### config.mk
export PLATFORM = sky130hd
export DESIGN_NAME = cache_mem_arbiter
export DESIGN_NICKNAME = d
export VERILOG_FILES = /design/src/rtl/cache_mem_arb_pkg.sv /design/src/rtl/cache_mem_arbiter_rr_arb_tree.sv /design/src/rtl/cache_mem_arbiter.sv
export SDC_FILE = /design/constraint.sdc
export NUM_CORES = 1
export LEC_CHECK = 0
export BUFFER_PORTS_ARGS = -buffer_cell sky130_fd_sc_hd__buf_2
export CAP_MARGIN = 20
export CORE_AREA = 3 3 411 413
export DETAILED_ROUTE_END_ITERATION = 16
export DIE_AREA = 0 0 414 416
export GPL_TIMING_DRIVEN = 0
export PLACE_DENSITY_LB_ADDON = 0.3
export SLEW_MARGIN = 20
export SYNTH_ARGS = -nofsm -noshare
export SYNTH_HDL_FRONTEND = slang
export SYNTH_HIERARCHICAL = 1
export SYNTH_SLANG_ARGS = --single-unit
### constraint.sdc
create_clock -name clk_i -period 14.6 [get_ports clk_i]
set_input_delay 0 -clock clk_i [delete_from_list [all_inputs] [get_ports clk_i]]
set_output_delay 0 -clock clk_i [all_outputs]
set_load 0.01 [all_outputs]
### src/rtl/cache_mem_arb_pkg.sv
// ----------------------------------------------------------------------------
// cache_mem_arb_pkg
// Shared types and constants for the cache-to-memory arbiter:
//   port_e        - requester identities (icache refill, dcache read/write)
//   tt_entry_t    - one transaction-table entry (valid, origin, upstream tid,
//                   write flag)
//   cnt_width()   - width of a counter that must hold 0..max_count
//   WrCntWidth    - write-counter width for the default store limit
// ----------------------------------------------------------------------------
package cache_mem_arb_pkg;

    typedef enum logic [1:0] {
        PORT_ICACHE = 2'd0,
        PORT_DREAD  = 2'd1,
        PORT_DWRITE = 2'd2
    } port_e;

    // Origin and tid fields are sized for the largest supported configuration
    // (up to 4 ports, up to 8-bit tids); narrower configurations zero-extend.
    localparam int unsigned PortIdxWidth = 2;
    localparam int unsigned MaxTidWidth  = 8;

    localparam int unsigned DefaultMaxOutstandingStores = 7;

    function automatic int unsigned cnt_width(input int unsigned max_count);
        return $clog2(max_count + 1);
    endfunction

    localparam int unsigned WrCntWidth = cnt_width(DefaultMaxOutstandingStores);

    typedef struct packed {
        logic                    valid;
        logic [PortIdxWidth-1:0] origin;
        logic [MaxTidWidth-1:0]  tid;
        logic                    is_write;
    } tt_entry_t;

endpackage

### src/rtl/cache_mem_arbiter_rr_arb_tree.sv
// ----------------------------------------------------------------------------
// rr_arb_tree
// Round-robin selector. The search starts at the input after the last
// accepted grant; the pointer only moves when the grant is accepted.
//   clk_i, rst_ni  - clock, async active-low reset (pointer -> input 0 first)
//   req_i          - eligible requesters
//   accept_i       - the current grant is taken this cycle
//   gnt_valid_o    - some requester selected
//   gnt_idx_o      - index of the selected requester
// ----------------------------------------------------------------------------
module rr_arb_tree #(
    parameter int unsigned NumIn    = 3,
    parameter int unsigned IdxWidth = (NumIn > 1) ? $clog2(NumIn) : 1
) (
    input  logic                clk_i,
    input  logic                rst_ni,
    input  logic [NumIn-1:0]    req_i,
    input  logic                accept_i,
    output logic                gnt_valid_o,
    output logic [IdxWidth-1:0] gnt_idx_o
);

    logic [IdxWidth-1:0] last_q, last_d;
    logic [IdxWidth:0]   cand;

    always_comb begin
        gnt_valid_o = 1'b0;
        gnt_idx_o   = '0;
        cand        = '0;
        for (int i = 1; i <= int'(NumIn); i++) begin
            // Extra MSB so last+i cannot overflow before the wrap.
            cand = {1'b0, last_q} + (IdxWidth+1)'(i);
            if (cand >= (IdxWidth+1)'(NumIn)) begin
                cand = cand - (IdxWidth+1)'(NumIn);
            end
            if (!gnt_valid_o && req_i[cand[IdxWidth-1:0]]) begin
                gnt_valid_o = 1'b1;
                gnt_idx_o   = cand[IdxWidth-1:0];
            end
        end
    end

    always_comb begin
        last_d = last_q;
        if (accept_i && gnt_valid_o) begin
            last_d = gnt_idx_o;
        end
    end

    // Reset to the last input so input 0 is searched first.
    always_ff @(posedge clk_i or negedge rst_ni) begin
        if (!rst_ni) begin
            last_q <= IdxWidth'(NumIn - 1);
        end else begin
            last_q <= last_d;
        end
    end

endmodule

### src/rtl/cache_mem_arbiter.sv
// ----------------------------------------------------------------------------
// cache_mem_arbiter
// Arbitrates icache refills, dcache reads and dcache writes onto one memory
// request channel and routes tagged responses back to the requester.
//   clk_i, rst_ni              - clock, async active-low reset
//   req_valid_i / req_ready_o  - per-port request handshake
//   req_addr/we/wdata/tid_i    - per-port request payload
//   mem_req_valid_o / _ready_i - downstream request handshake
//   mem_req_addr/we/wdata/tid_o- downstream payload (tid = table index)
//   mem_rsp_valid/tid/rdata_i  - downstream response, always accepted
//   rsp_valid/tid/rdata_o      - response routed to its origin port
// ----------------------------------------------------------------------------
module cache_mem_arbiter
    import cache_mem_arb_pkg::*;
#(
    parameter int unsigned NrPorts             = 3,
    parameter int unsigned AddrWidth           = 64,
    parameter int unsigned LineWidth           = 128,
    parameter int unsigned TidWidth            = 2,
    parameter int unsigned MaxOutstandingStores = 7
) (
    input  logic                               clk_i,
    input  logic                               rst_ni,
    input  logic [NrPorts-1:0]                 req_valid_i,
    output logic [NrPorts-1:0]                 req_ready_o,
    input  logic [NrPorts-1:0][AddrWidth-1:0]  req_addr_i,
    input  logic [NrPorts-1:0]                 req_we_i,
    input  logic [NrPorts-1:0][LineWidth-1:0]  req_wdata_i,
    input  logic [NrPorts-1:0][TidWidth-1:0]   req_tid_i,
    output logic                               mem_req_valid_o,
    input  logic                               mem_req_ready_i,
    output logic [AddrWidth-1:0]               mem_req_addr_o,
    output logic                               mem_req_we_o,
    output logic [LineWidth-1:0]               mem_req_wdata_o,
    output logic [TidWidth-1:0]                mem_req_tid_o,
    input  logic                               mem_rsp_valid_i,
    input  logic [TidWidth-1:0]                mem_rsp_tid_i,
    input  logic [LineWidth-1:0]               mem_rsp_rdata_i,
    output logic [NrPorts-1:0]                 rsp_valid_o,
    output logic [TidWidth-1:0]                rsp_tid_o,
    output logic [LineWidth-1:0]               rsp_rdata_o
);

    localparam int unsigned NrEntries = 2 ** TidWidth;
    localparam int unsigned PortW     = (NrPorts > 1) ? $clog2(NrPorts) : 1;
    localparam int unsigned CntW      = cnt_width(MaxOutstandingStores);

    tt_entry_t            tt_q [NrEntries];
    tt_entry_t            tt_d [NrEntries];
    logic [CntW-1:0]      wr_cnt_q, wr_cnt_d, wr_cnt_eff;
    logic                 oreg_valid_q, oreg_valid_d;
    logic [AddrWidth-1:0] oreg_addr_q;
    logic                 oreg_we_q;
    logic [LineWidth-1:0] oreg_wdata_q;
    logic [TidWidth-1:0]  oreg_tid_q;

    tt_entry_t            rsp_entry;
    logic                 rsp_hit, rsp_wr;
    logic                 any_free;
    logic [TidWidth-1:0]  alloc_idx;
    logic                 wr_full;
    logic [NrPorts-1:0]   elig;
    logic                 gnt_valid;
    logic [PortW-1:0]     gnt_idx;
    logic                 can_load, accept, gnt_we;
    logic                 unused_rsp_entry;

    // ---------------- response routing (combinational) ----------------
    assign rsp_entry = tt_q[mem_rsp_tid_i];
    assign rsp_hit   = rst_ni & mem_rsp_valid_i & rsp_entry.valid;
    assign rsp_wr    = rsp_hit & rsp_entry.is_write;
    assign unused_rsp_entry = ^rsp_entry;

    always_comb begin
        rsp_valid_o = '0;
        if (rsp_hit) begin
            rsp_valid_o[rsp_entry.origin] = 1'b1;
        end
    end

    assign rsp_tid_o   = rsp_entry.tid[TidWidth-1:0];
    assign rsp_rdata_o = mem_rsp_rdata_i;

    // ---------------- free list with same-cycle bypass ----------------
    // Descending scan so the lowest free index is the one left selected.
    always_comb begin
        any_free  = 1'b0;
        alloc_idx = '0;
        for (int i = int'(NrEntries) - 1; i >= 0; i--) begin
            if (!tt_q[i].valid || (rsp_hit && (mem_rsp_tid_i == TidWidth'(i)))) begin
                any_free  = 1'b1;
                alloc_idx = TidWidth'(i);
            end
        end
    end

    // A write response retiring this cycle already makes room for a new write.
    assign wr_cnt_eff = wr_cnt_q - CntW'(rsp_wr);
    assign wr_full    = (wr_cnt_eff >= CntW'(MaxOutstandingStores));

    always_comb begin
        for (int p = 0; p < int'(NrPorts); p++) begin
            elig[p] = req_valid_i[p] & any_free & (~req_we_i[p] | ~wr_full);
        end
    end

    // ---------------- arbitration ----------------
    assign can_load = ~oreg_valid_q | mem_req_ready_i;
    assign accept   = rst_ni & gnt_valid & can_load;
    assign gnt_we   = req_we_i[gnt_idx];

    rr_arb_tree #(
        .NumIn    (NrPorts),
        .IdxWidth (PortW)
    ) u_rr_arb_tree (
        .clk_i       (clk_i),
        .rst_ni      (rst_ni),
        .req_i       (elig),
        .accept_i    (accept),
        .gnt_valid_o (gnt_valid),
        .gnt_idx_o   (gnt_idx)
    );

    always_comb begin
        req_ready_o = '0;
        if (accept) begin
            req_ready_o[gnt_idx] = 1'b1;
        end
    end

    // ---------------- table, write count, output register ----------------
    always_comb begin
        tt_d = tt_q;
        if (rsp_hit) begin
            tt_d[mem_rsp_tid_i].valid = 1'b0;
        end
        // Allocation after the free so a bypassed entry ends up valid.
        if (accept) begin
            tt_d[alloc_idx].valid    = 1'b1;
            tt_d[alloc_idx].origin   = PortIdxWidth'(gnt_idx);
            tt_d[alloc_idx].tid      = MaxTidWidth'(req_tid_i[gnt_idx]);
            tt_d[alloc_idx].is_write = gnt_we;
        end
    end

    always_comb begin
        wr_cnt_d = wr_cnt_q;
        if ((accept && gnt_we) && !rsp_wr) begin
            if (wr_cnt_q != CntW'(MaxOutstandingStores)) begin
                wr_cnt_d = wr_cnt_q + CntW'(1);
            end
        end else if (rsp_wr && !(accept && gnt_we)) begin
            if (wr_cnt_q != '0) begin
                wr_cnt_d = wr_cnt_q - CntW'(1);
            end
        end
    end

    always_comb begin
        oreg_valid_d = oreg_valid_q;
        if (accept) begin
            oreg_valid_d = 1'b1;
        end else if (mem_req_ready_i) begin
            oreg_valid_d = 1'b0;
        end
    end

    always_ff @(posedge clk_i or negedge rst_ni) begin
        if (!rst_ni) begin
            for (int i = 0; i < int'(NrEntries); i++) begin
                tt_q[i] <= '0;
            end
            wr_cnt_q     <= '0;
            oreg_valid_q <= 1'b0;
        end else begin
            tt_q         <= tt_d;
            wr_cnt_q     <= wr_cnt_d;
            oreg_valid_q <= oreg_valid_d;
        end
    end

    // Payload only loads on accept, so it holds while the channel stalls.
    always_ff @(posedge clk_i) begin
        if (accept) begin
            oreg_addr_q  <= req_addr_i[gnt_idx];
            oreg_we_q    <= gnt_we;
            oreg_wdata_q <= req_wdata_i[gnt_idx];
            oreg_tid_q   <= alloc_idx;
        end
    end

    assign mem_req_valid_o = oreg_valid_q;
    assign mem_req_addr_o  = oreg_addr_q;
    assign mem_req_we_o    = oreg_we_q;
    assign mem_req_wdata_o = oreg_wdata_q;
    assign mem_req_tid_o   = oreg_tid_q;

`ifndef SYNTHESIS
    // A response whose tid has no live entry is dropped; flag it in simulation.
    always_ff @(posedge clk_i) begin
        if (rst_ni && mem_rsp_valid_i) begin
            assert (tt_q[mem_rsp_tid_i].valid)
            else $warning("cache_mem_arbiter: response for unallocated tid %0d dropped", mem_rsp_tid_i);
        end
    end
`endif

endmodule

==> out/qor.csv, run 1 <==
metric,value,unit
status,finished with violations,
violated checks,hold timing,
Placed Area,20300,um^2
fin crit share,0.487,
post-cts sizing count,0,
Synth area leaders,"edfxtp_1 (46%), mux2i_1 (16%), buf_4 (7.8%)",
Yosys warnings,6,
top_reg_cell synth,edfxtp_1,
Worst Skew,0.0435,ns
"top cells by count, synth","nand2_1 (208), mux2i_1 (198), o21ai_0 (198)",
Max rail drop VDD,0.0757,mV
Placeable Area,165000,um^2
root buffer cell,clkbuf_16,
Worst setup SP type,input pin,
FP Rows,149,
Ports,1054,
fraction of registers with async set/reset,0.133,
"delay-heaviest family, CP",buffers and inverters,
RSZ-0062 raised after global routing,false,
cell count after synthesis,1156,
Rel. slew slack,0.312,
CTS Sinks,225,
CP max-delay cell,clkbuf_1,
via count of the routed design,14985,
vias in the first global route,15800,
Die H,416,um
Port Buf Inserts,925,
Routed WL,112000,um
total global routing track utilization,0.124,
antenna-violating nets left,0,
number of CTS-inserted buffers,37,
"flops & latches, synth",225,
most frequent cell after synthesis,nand2_1,
final core utilization,0.153,
largest net degree at the start of global routing,83,
Final Critical Period,7.11,ns
Mean Syn Cell Area,11.0,um^2
Slew Limit Fails,0,
cell taking the most area after synthesis,edfxtp_1,
first-pass GRT wire length,144000,um
Worst-path clk slew,0.06,ns
initial antenna violation count,41,
Clock Tree Buf Depth,3,
TNS Setup,0,ns
post-DP HPWL,94100,um
final setup violation count,0,
Initial Util,0.0773,
worst skew pair latency,0.61,ns
DRC,0,
Static Leak,0.0108,uW
fin worst setup slack,7.49,ns
NumNets Final,3238,
CP Buf/Inv Count,9,
pre-CTS WS,8.03,ns
Die X,414,um
"Design Area, Final",25300,um^2
drt pass-1 iters,5,
Yosys top cell area share,0.459,
Mapped Area,12800,um^2
Worst setup EP type,flop,
CP Data Required Time,15.06,ns
number of synthesized flops with an enable pin,195,
Hold/Removal Path Class,input pin to flop,
Worst Max-Slew Pin Slew,1.03,ns
total gr overflow,0,
Synth-to-Final Area Change,98.4,%
CTS tree,built,
layout cells sized above 1,0.468,
syn nets,1885,
"Seq/Total Area, Yosys",0.517,
H-tree lvl count,2,
Routability Congestion,1.05,
WHS,-0.0103,ns
endpoints failing hold,1,
CP arrival,7.57,ns
Max stage delay on crit path,0.73,ns
Power Density,241,nW/um^2
CP Cell Sequence,dlygate4sd3_1 > dlygate4sd3_1 > buf_2 > buf_2 > nand3_1 > a211o_1 > inv_1 > ha_1 > ha_1 > nor3_1 > nand2_1 > and3_1 > and2_2 > a32oi_4 > nand2_1 > o31ai_2 > nor2b_1 > buf_2 > clkbuf_2 > clkbuf_1 > nand2_1 > o21ai_0 > dlygate4sd3_1,
Max Fclk,141,MHz
Setup CP Type,input pin to flop,
Max Cap Viol,0,
DR vias/cell,3.16,
die area,172000,um^2
Netlist cell types,57,
"Max FO, Critical Path",27,
drt wl/cell,23.6,um
initial DRC count,983,
-- cells by family (layout without fill, tap and decap cells) --
group | Yosys count | after routing | share of synthesized area
compound gates | 230 | 230 | 0.0994
buf+inv | 213 | 1595 | 0.105
mux | 222 | 222 | 0.184
xor+xnor | 2 | 2 | 0.00137
simple gates | 257 | 257 | 0.0852
flops | 225 | 225 | 0.517
other cells | 0 | 13 | 0
fa+ha+maj | 7 | 7 | 0.00745
-- sequential cells by signal, summed over array words and instances (netlist names) --
register and count:
mem_req_wdata_o 128, mem_req_addr_o 64, tt_q 24, wr_cnt_q 3, mem_req_tid_o 2, u_rr_arb_tree/last_q 2, mem_req_valid_o 1, mem_req_we_o 1
-- final timing paths --
kind | start | end | slack [ns] | cells after the start
setup / recovery | rst_ni | mem_req_wdata_o[118]$_DFFE_PN_ | 7.49 | 23
min in group asynchronous | rst_ni | tt_q[23]$_DFF_PN0_ | 0.53 | 3
setup reg to reg | tt_q[11]$_DFF_PN0_ | mem_req_wdata_o[118]$_DFFE_PN_ | 7.96 | 21
max in group asynchronous | rst_ni | tt_q[13]$_DFFE_PN0P_ | 12.96 | 4
hold reg to reg | tt_q[34]$_DFFE_PN0P_ | tt_q[34]$_DFFE_PN0P_ | 0.48 | 1
hold / removal | req_wdata_i[54] | mem_req_wdata_o[54]$_DFFE_PN_ | -0.01 | 3
-- report_power, final --
| part | internal (uW) | switching, uW | leakage [uW] |
|---|---|---|---|
| clock network | 533 | 393 | 0.000589 |
| logic | 1560 | 2230 | 0.00794 |
| registers | 1260 | 125 | 0.00223 |
| total | 3360 | 2750 | 0.0108 |
-- worst reg2reg max path: cells and delay by family (launching register included) --
family          cells  cell delay (ns)
buf+inv             5             2.17
simple gates        8             1.80
compound gates      4             1.18
mux                 1             0.47
flops               1             0.42
fa+ha+maj           2             0.36
xor+xnor            1             0.12
-- through the flow --
| stage | std cells | total power, uW |
|---|---|---|
| final | 4740 | 6110 |
| after global routing | 4735 | 6540 |
| after CTS | 4727 | 6300 |
| after detailed placement | 4275 | 4620 |
| after global placement | 4270 | 4660 |
| after floorplan | 1156 | 2920 |
-- layout by cell type, fill, tap and decap left out, types with 6 or more instances in the layout --
cell type / count
clkbuf_16: 37
buf_2: 954
clkbuf_1: 30
clkinv_1: 10
ha_1: 6
nor2_1: 7
mux2i_1: 196
diode_2: 13
clkinv_2: 7
nand2_1: 208
edfxtp_1: 195
inv_1: 11
nand3_1: 6
dlygate4sd3_1: 384
mux2_4: 6
dfrtp_1: 29
o21ai_0: 195
buf_4: 134
clkbuf_2: 10
mux2_2: 9
-- what timing repair did --
action	4_1_cts	5_1_grt
hold buffers	384	0
setup buffers	0	0
hold endpoints to repair	237	0
-- layout make-up --
class / count / area, um^2
Sequential cell: 225 / 6610
Inverter: 12 / 52.6
Antenna cell: 13 / 32.5
Clock inverter: 25 / 244
Clock buffer: 43 / 968
Fill cell: 18866 / 140000
Multi-Input combinational cell: 718 / 4830
Timing Repair Buffer: 1314 / 8550
Tap cell: 2189 / 2740
Buffer: 201 / 1310
-- per-layer routing --
metal,global-route usage,share of wire,vias to the layer above
met3,0.0332,0.070,162
li1,-,-,6761
met4,0.0533,0.044,12
met5,0,0.00073,-
met1,0.130,0.35,7290
met2,0.232,0.53,760
No activity file was read; power rests on OpenSTA's default activity.
==> inputs of run 2 (changes only) <==
Settings changed: CORE_AREA 3 3 411 413 to 3 3 413 415, DIE_AREA 0 0 414 416 to 0 0 416 418.
Clock period 14.6 ns to 7.4 ns, I/O delays scaled along.
==> run 2 against run 1 <==
- the run now ends clean
- global-route usage shrank 1.9 points
- worst setup slack lost 6.5 ns
- critical path type unchanged
- register-to-register slack lost 6.9 ns
- final cell count grew 0.34%
- first-iteration DRC count shrank 11%
- power grew 93%
- utilization shrank 0.18 points
- via count shrank 1.3%
- critical endpoint is now mem_req_addr_o[42]$_DFFE_PN_
- highest routed layer unchanged
==> out/qor.csv, run 2 (synthesized netlist as in run 1, its figures left out) <==
metric,value,unit
status,finished clean,
worst reg2reg startpoint,tt_q[35]$_DFF_PN0_,
layout cells sized above 1,0.467,
antenna-violating nets left,0,
drt wl/cell,20.5,um
Synth-to-Final Area Change,98.3,%
Worst Hold Launch,req_wdata_i[38],
fin cells,4756,
total gr overflow,0,
NumNets Final,3243,
CTS tree,built,
initial antenna violation count,44,
final core utilization,0.152,
FP Rows,150,
Ports,1054,
worst skew pair latency,0.57,ns
Die X,416,um
R2R Setup Slk,1.02,ns
Multi-input gate area,4830,um^2
endpoints failing hold,0,
post-cts sizing count,0,
Hold/Removal Path Class,input pin to flop,
RSZ-0062 raised after global routing,false,
CP Data Required Time,7.70,ns
total global routing track utilization,0.105,
Max stage delay on crit path,0.67,ns
CP max-delay cell,buf_2,
Max rail drop VDD,0.150,mV
Clock Tree Buf Depth,3,
Final Critical Period,6.44,ns
Worst setup EP type,flop,
drt pass-1 iters,5,
die area,174000,um^2
CTS Sinks,225,
Max Fclk,155,MHz
Routed WL,97500,um
Worst Hold Depth,3,
WHS,0.0104,ns
Sequential Area,6610,um^2
"Design Area, Final",25300,um^2
Worst-path clk slew,0.06,ns
Worst path most repeated cell,buf_2,
reg2reg end,mem_req_addr_o[42]$_DFFE_PN_,
Worst setup SP type,input pin,
Worst Max-Slew Pin Slew,1.10,ns
number of flip-flops in the largest register,128,
largest net degree at the start of global routing,32,
fillers,19088,
H-tree lvl count,2,
Worst Reg-to-Reg Cells,22,
post-CTS setup buffers,0,
CP arrival,6.73,ns
Max Cap Viol,0,
Rel. slew slack,0.248,
via count of the routed design,14785,
Slew Limit Fails,0,
fin crit share,0.870,
DR vias/cell,3.11,
Port Buf Inserts,925,
"commonest non-fill, non-tap cell in the layout",buf_2,
Setup CP Type,input pin to flop,
CP Cell Sequence,dlygate4sd3_1 > buf_2 > buf_2 > nand3_1 > a211o_1 > inv_1 > ha_1 > ha_1 > nor3_1 > nand2_1 > and3_1 > and2_2 > a32oi_4 > nand4b_1 > nand2_1 > buf_2 > buf_4 > buf_2 > buf_4 > mux2i_1 > dlygate4sd3_1 > o21ai_0 > dlygate4sd3_1,
vias in the first global route,15148,
CTS hold repair buffers,381,
dpl cells,4300,
post-DP HPWL,82600,um
final setup violation count,0,
number of CTS-inserted buffers,35,
DRC,0,
Worst Skew,0.0447,ns
Static Leak,0.0107,uW
root buffer cell,clkbuf_16,
most frequent cells in the layout,"buf_2 (954), dlygate4sd3_1 (381), nand2_1 (208)",
Initial Util,0.0764,
TNS Setup,0,ns
Die H,418,um
Placed Area,20400,um^2
Routability Congestion,0.888,
Power Density,465,nW/um^2
first-pass GRT wire length,125000,um
"Max FO, Critical Path",31,
initial DRC count,870,
hold path endpoint,mem_req_wdata_o[38]$_DFFE_PN_,
Placeable Area,167000,um^2
[run 2: area by class of cell]
class / count / area share
antenna: 17 / 0.00168
buffer: 201 / 0.0517
clock buffer: 45 / 0.0365
clock inverter: 13 / 0.00385
inverter: 12 / 0.00193
multi-input combinational: 718 / 0.191
sequential: 225 / 0.261
tap: 2204 / 0.109
timing repair buffer: 1321 / 0.344
[run 2: stage by stage]
step | setup WS (ns) | power, uW
2_1_floorplan | 0.197 | 5730
3_5_place_dp | 1.16 | 9050
5_1_grt | 0.438 | 12600
3_3_place_gp | -4.24 | 8940
6_report | 0.963 | 11800
4_1_cts | 0.748 | 12100
[run 2: report_power, final]
group / switching (uW) / internal (uW)
combinational: 4290 / 3210
clock: 652 / 912
sequential: 241 / 2480
total: 5180 / 6600
[run 2: worst max-delay path: cells and delay by family]
kind	cells	cell delay (ns)
AOI/OAI and AO/OA	3	0.63
and+or+nand+nor	7	1.25
buffers and inverters	10	4.24
adders and majority gates	2	0.34
muxes	1	0.20
[run 2: how the worst max path moves through the flow]
stage               slack (ns)                            to  cells past startpoint                from
finish                    0.96  mem_req_addr_o[42]$_DFFE_PN_                     23              rst_ni
global route              0.44  mem_req_addr_o[42]$_DFFE_PN_                     23              rst_ni
CTS                       0.75  mem_req_addr_o[42]$_DFFE_PN_                     23              rst_ni
detailed placement        1.16       wr_cnt_q[1]$_DFFE_PN0P_                     22              rst_ni
global placement         -4.24          tt_q[21]$_DFFE_PN0P_                     17              rst_ni
floorplan                 0.20       wr_cnt_q[1]$_DFFE_PN0P_                     20  tt_q[35]$_DFF_PN0_
[run 2: routing by layer]
metal  wire length, um  share of wire  track usage
met1             36200           0.37        0.116
met2             49800           0.51        0.188
met3              7670          0.079       0.0332
met4              3590          0.037       0.0417
met5               192         0.0020            0
